### config.mk
export PLATFORM = sky130hd
export DESIGN_NAME = led_game_ctrl
export DESIGN_NICKNAME = d
export VERILOG_FILES = /design/src/rtl/led_game_ctrl.sv
export SDC_FILE = /design/constraint.sdc
export NUM_CORES = 1
export LEC_CHECK = 0
export ABC_CLOCK_PERIOD_IN_PS = 2400
export CAP_MARGIN = 20
export CORE_ASPECT_RATIO = 0.8
export CORE_MARGIN = 8
export CORE_UTILIZATION = 59
export DETAILED_ROUTE_END_ITERATION = 6
export PLACE_DENSITY = 0.82
export SYNTH_ARGS = -nofsm -noshare
export SYNTH_HDL_FRONTEND = slang
export SYNTH_SLANG_ARGS = --single-unit
### constraint.sdc
create_clock -name clk -period 2.4 [get_ports clk]
set_input_delay 0.6 -clock clk [delete_from_list [all_inputs] [get_ports clk]]
set_output_delay 0.6 -clock clk [all_outputs]
set_load 0.02 [all_outputs]
### src/rtl/led_game_ctrl.sv
// -----------------------------------------------------------------------------
// led_game_ctrl
//
// Game sequencer for the 8-position LED display. While a game is running it
// sweeps a lit position back and forth across areas 0..7, one step every
// TICK_DIV clocks. It scores rising edges of the player button against a
// target area, and it ends the game in a win or a loss.
//
// Ports
//   clk     in   1  system clock
//   reset   in   1  asynchronous, active-low reset
//   start   in   1  game start request, acted on at its rising edge
//   btn     in   1  player press, acted on at its rising edge
//   area    out  3  current lit position, drives the display's area input
//   switch  out  1  display update enable, high only while running
//   finish  out  1  win indication, drives the display's finish input
//   lose    out  1  loss indication
//   score   out  4  hits in the current game
//
// All outputs are registered.
// -----------------------------------------------------------------------------
module led_game_ctrl #(
  parameter int TICK_DIV = 25000000,  // clk cycles per sweep step, >= 2
  parameter int TARGET   = 7,         // area index that counts as a hit
  parameter int WIN_HITS = 4,         // hits needed to win, 1..15
  parameter int MAX_MISS = 3          // misses that lose the game, 1..15
) (
  input  logic       clk,
  input  logic       reset,
  input  logic       start,
  input  logic       btn,
  output logic [2:0] area,
  output logic       switch,
  output logic       finish,
  output logic       lose,
  output logic [3:0] score
);

  localparam int CW = (TICK_DIV > 2) ? $clog2(TICK_DIV) : 1;
  localparam logic [CW-1:0] TICK_LAST  = CW'(TICK_DIV - 1);
  localparam logic [2:0]    TARGET_A   = 3'(TARGET);
  localparam logic [3:0]    WIN_LIMIT  = 4'(WIN_HITS);
  localparam logic [3:0]    MISS_LIMIT = 4'(MAX_MISS);

  typedef enum logic [1:0] {
    IDLE,
    RUN,
    WIN,
    LOSE
  } state_t;

  typedef enum logic {
    DIR_UP,
    DIR_DOWN
  } dir_t;

  // State and datapath registers
  state_t        state;
  dir_t          dir;
  logic [CW-1:0] tick_cnt;
  logic [3:0]    miss_cnt;
  logic          armed;
  logic          start_d;
  logic          btn_d;

  // Next-state values
  state_t        state_nx;
  dir_t          dir_nx;
  logic [CW-1:0] tick_cnt_nx;
  logic [3:0]    miss_cnt_nx;
  logic [3:0]    score_nx;
  logic [2:0]    area_nx;
  logic          armed_nx;
  logic          switch_nx;
  logic          finish_nx;
  logic          lose_nx;

  // Decoded events for the current cycle
  logic start_rise;
  logic press;
  logic tick;
  logic scored;
  logic hit;
  logic won;
  logic lost;

  assign start_rise = start & ~start_d;
  assign press      = btn & ~btn_d;
  assign tick       = (state == RUN) && (tick_cnt == TICK_LAST);
  // A press counts once per sweep step. The armed flag is cleared by the
  // scored press and set again by the next tick.
  assign scored     = (state == RUN) && press && armed;
  assign hit        = scored && (area == TARGET_A);
  assign won        = hit && ((score + 4'd1) == WIN_LIMIT);
  assign lost       = scored && !hit && ((miss_cnt + 4'd1) == MISS_LIMIT);

  // ---------------------------------------------------------------------------
  // State register and all datapath registers
  // ---------------------------------------------------------------------------
  // NOTE: sequential state is written with non-blocking assignments only, so
  // every register samples its pre-edge value and edge ordering cannot matter.
  always_ff @(posedge clk or negedge reset) begin
    if (!reset) begin
      state    <= IDLE;
      dir      <= DIR_UP;
      tick_cnt <= '0;
      miss_cnt <= '0;
      armed    <= 1'b1;
      start_d  <= 1'b0;
      btn_d    <= 1'b0;
      area     <= '0;
      switch   <= 1'b0;
      finish   <= 1'b0;
      lose     <= 1'b0;
      score    <= '0;
    end else begin
      state    <= state_nx;
      dir      <= dir_nx;
      tick_cnt <= tick_cnt_nx;
      miss_cnt <= miss_cnt_nx;
      armed    <= armed_nx;
      start_d  <= start;
      btn_d    <= btn;
      area     <= area_nx;
      switch   <= switch_nx;
      finish   <= finish_nx;
      lose     <= lose_nx;
      score    <= score_nx;
    end
  end

  // ---------------------------------------------------------------------------
  // Next-state and output logic
  // ---------------------------------------------------------------------------
  // NOTE: every signal is given a hold value before the case statement, so no
  // path through this block leaves an output unassigned and no latch is built.
  always_comb begin
    state_nx    = state;
    dir_nx      = dir;
    tick_cnt_nx = tick_cnt;
    miss_cnt_nx = miss_cnt;
    armed_nx    = armed;
    area_nx     = area;
    switch_nx   = switch;
    finish_nx   = finish;
    lose_nx     = lose;
    score_nx    = score;

    case (state)
      IDLE, WIN, LOSE: begin
        // The tick counter holds at zero outside RUN. Area and score stay
        // frozen until a new game starts.
        tick_cnt_nx = '0;
        if (start_rise) begin
          state_nx    = RUN;
          dir_nx      = DIR_UP;
          miss_cnt_nx = '0;
          armed_nx    = 1'b1;
          area_nx     = '0;
          switch_nx   = 1'b1;
          finish_nx   = 1'b0;
          lose_nx     = 1'b0;
          score_nx    = '0;
        end
      end

      RUN: begin
        tick_cnt_nx = tick ? '0 : tick_cnt + CW'(1);

        // Presses are scored against the area shown in this cycle, before
        // any tick in the same cycle moves it.
        if (scored) begin
          armed_nx = 1'b0;
          if (hit) begin
            score_nx = score + 4'd1;
          end else begin
            miss_cnt_nx = miss_cnt + 4'd1;
          end
        end

        // Ping-pong sweep. The direction turns on arrival at an end, so
        // neither 0 nor 7 is shown twice in a row. The tick re-arms even when
        // a press in the same cycle has just disarmed.
        if (tick) begin
          armed_nx = 1'b1;
          if (dir == DIR_UP) begin
            area_nx = area + 3'd1;
            if (area == 3'd6) dir_nx = DIR_DOWN;
          end else begin
            area_nx = area - 3'd1;
            if (area == 3'd1) dir_nx = DIR_UP;
          end
        end

        // Game over freezes the display where the deciding press was made.
        if (won) begin
          state_nx    = WIN;
          area_nx     = area;
          dir_nx      = dir;
          tick_cnt_nx = '0;
          switch_nx   = 1'b0;
          finish_nx   = 1'b1;
        end else if (lost) begin
          state_nx    = LOSE;
          area_nx     = area;
          dir_nx      = dir;
          tick_cnt_nx = '0;
          switch_nx   = 1'b0;
          lose_nx     = 1'b1;
        end
      end

      default: begin
        state_nx = IDLE;
      end
    endcase
  end

endmodule
==> run metrics <==
TritonRoute pass-1 iters 4; outcome complete, no violations; CTS tree yes; Hold Violations, Final 0; Overall Power 2.07 mW; post-DP HPWL 3.43 mm; DR vias/cell 5.64; met2 Use GR 25.9%; Critical Path Max Stage Delay 0.50 ns; Final ANT Viol Nets 0; die height 72.2 um; FFs w/ async S/R, synth 100%; dpl ws -0.00695 ns; cell breakdown of the critical path nand4_2 -> or4b_1 -> or4_1 -> a211o_1 -> a32o_1; max-slew violation count 0; layout cells sized above 1 9.89%; syn_area_per_cell 9.62 um2; Nets roughly 280; initial antenna violation count 0; drt wl/cell 15.1 um; max_cap viols 0; TritonCTS Buffers 5; Root Driver clkbuf_8; area delta synth->final 14.6%; die footprint 6220 um2; final setup vio count 0; Worst Path Max Fanout 4; fin cells 318; worst reg-to-reg path cell count 5; Power Density 778 nW/um2; Main synth FF type dfrtp_1; Slew HR 59.9%; LEAKAGE 1.19 nW; unrepaired setup endpoints after global routing false; crit path launch type flop; measured slew at the worst slew-check pin 0.602 ns; sequential fraction of the synthesis area 48.4%; Worst Hold Class input port to asynchronous set/reset pin; Core Box Area 3800 um2; Crit Path Class flop to flop; final setup margin 0.106 ns; register-to-register setup slack 0.11 ns; Hold WS 0.297 ns; Setup Skew 0.0113 ns; GPL Wtd Cong 0.836; #FFs+latches synth 45; Clk Latency, worst-skew pair 0.30 ns; Mapped Nets around 260; number of global-route vias before repair 1728; Max Freq 436 MHz; vias post-DR 1793; GRT Overall Usage 16.3%; first-pass GRT wire length 8.07 mm; largest net degree at the start of global routing 28; Sink Count 45; post-route cell area ~2700 um2; post-placement cell area about 2600 um2; Buffers on Ports 13; DRT Wirelength between 4 and 5 mm; Ys Warns 0; ANT cells 0; Ports 14; DP Cell Count between 300 and 400; GR Util met3 around 3.8%; CP Data Required Time 2.59 ns; hold buffers post-CTS 0; worst vdd ir 623 uV; Most Crowded Layer GR met2; number of remaining DRC errors 0; total gr overflow 0; DIE WIDTH 86.2 um; CTS max path bufs 2; H-tree levels 2; number of flops mapped to enable cells by yosys 0; Final Core Density 70.1%; Yosys cell types 40; setup TNS 0 ns; drt initial violations 93; ratio of final minimum period to clock period ~96%; Cell Rows 20; Crit path arrival time 2.48 ns; Mapped Cells 242; final critical-path required period 2.29 ns; cell area after synthesis roughly 2300 um2; met1 global-route usage 21.4%; Reg clk slew, reported paths 0.09 ns; Critical Path Slowest Stage Cell or4b_1; initial core utilization 61.2%; CP Capture Type flop
==> final timing paths <==
kind,start,to
max,tick_cnt[19],dir
min,reset,state[0]
max reg2reg,tick_cnt[19],dir
min reg2reg,tick_cnt[0],tick_cnt[0]
max in group asynchronous,reset,switch
min in group clk,tick_cnt[0],tick_cnt[0]
==> flip-flops by register name, summed over array words and instances, names as in the netlist <==
signal    cells
tick_cnt     25
miss_cnt      4
score         4
area          3
state         2
armed         1
btn_d         1
dir           1
finish        1
lose          1
start_d       1
switch        1
==> cell usage after synthesis (2+ instances only) <==
cell type	instances	area (um2)
inv_1	12	45.0
or3_1	3	18.8
buf_2	4	20.0
xor2_1	6	52.6
dfrtp_1	44	1100
and3_1	3	18.8
xnor2_1	21	184
a32o_1	3	30.0
and4_1	2	17.5
nand4_1	6	37.5
or4b_1	2	20.0
ha_1	9	113
nor3_1	8	40.0
clkbuf_1	5	18.8
nand3_1	12	60.1
nor4_1	8	50.1
nand2_1	16	60.1
nand2b_1	5	31.3
nor2_1	39	146
o21ai_0	10	50.1
a21oi_1	3	15.0
a211o_1	3	26.3
==> cells in the final DEF (no fill, tap or decap), types with 5 or more instances in the layout <==
master,count
nor4_1,8
xnor2_1,21
nand4_1,6
clkbuf_8,7
nor2_1,38
nand2b_1,5
o21ai_0,10
buf_4,9
inv_1,12
clkdlybuf4s50_1,12
xor2_1,6
ha_1,9
nand3_1,12
nand2_1,16
nor3_1,8
dfrtp_1,44
==> logic make-up after synthesis <==
kind of cell	Yosys count	synth area share, %
xor+xnor	27	10.2
flops	45	48.4
buf+inv	22	3.92
simple gates	113	24.7
compound gates	25	7.47
fa+ha+maj	9	4.84
mux	1	0.430
==> worst max-delay path, delay by kind of cell, from the launching register on <==
kind / cells / cell delay, ns
AOI/OAI and AO/OA: 2 / 0.59
and+or+nand+nor: 3 / 1.14
DFF: 1 / 0.44
==> what timing repair did <==
item | 4_1_cts | 5_1_grt
gates resized for setup | 0 | 1
setup buffers | 0 | 0
setup endpoints to repair | 0 | 1
==> metal layers <==
metal,part of all wire (%),vias to the layer above
met1,47,874
met2,48,40
li1,-,869
met4,1.4,0
met5,0,-
met3,4.2,10
==> layout make-up <==
type,count,area [um2]
timing repair buffer,23,213
fill,304,1140
sequential,45,1130
multi-input combinational,175,1110
clock inverter,1,5.00
tap,55,68.8
clock buffer,7,96.3
inverter,12,45.0
==> report_power, final <==
part	internal, mW	switching (mW)
Sequential	0.885	0.153
Clock	0.260	0.255
Combinational	0.255	0.266
Total	1.40	0.674
Note: power is estimated with default switching activity, not from simulation.
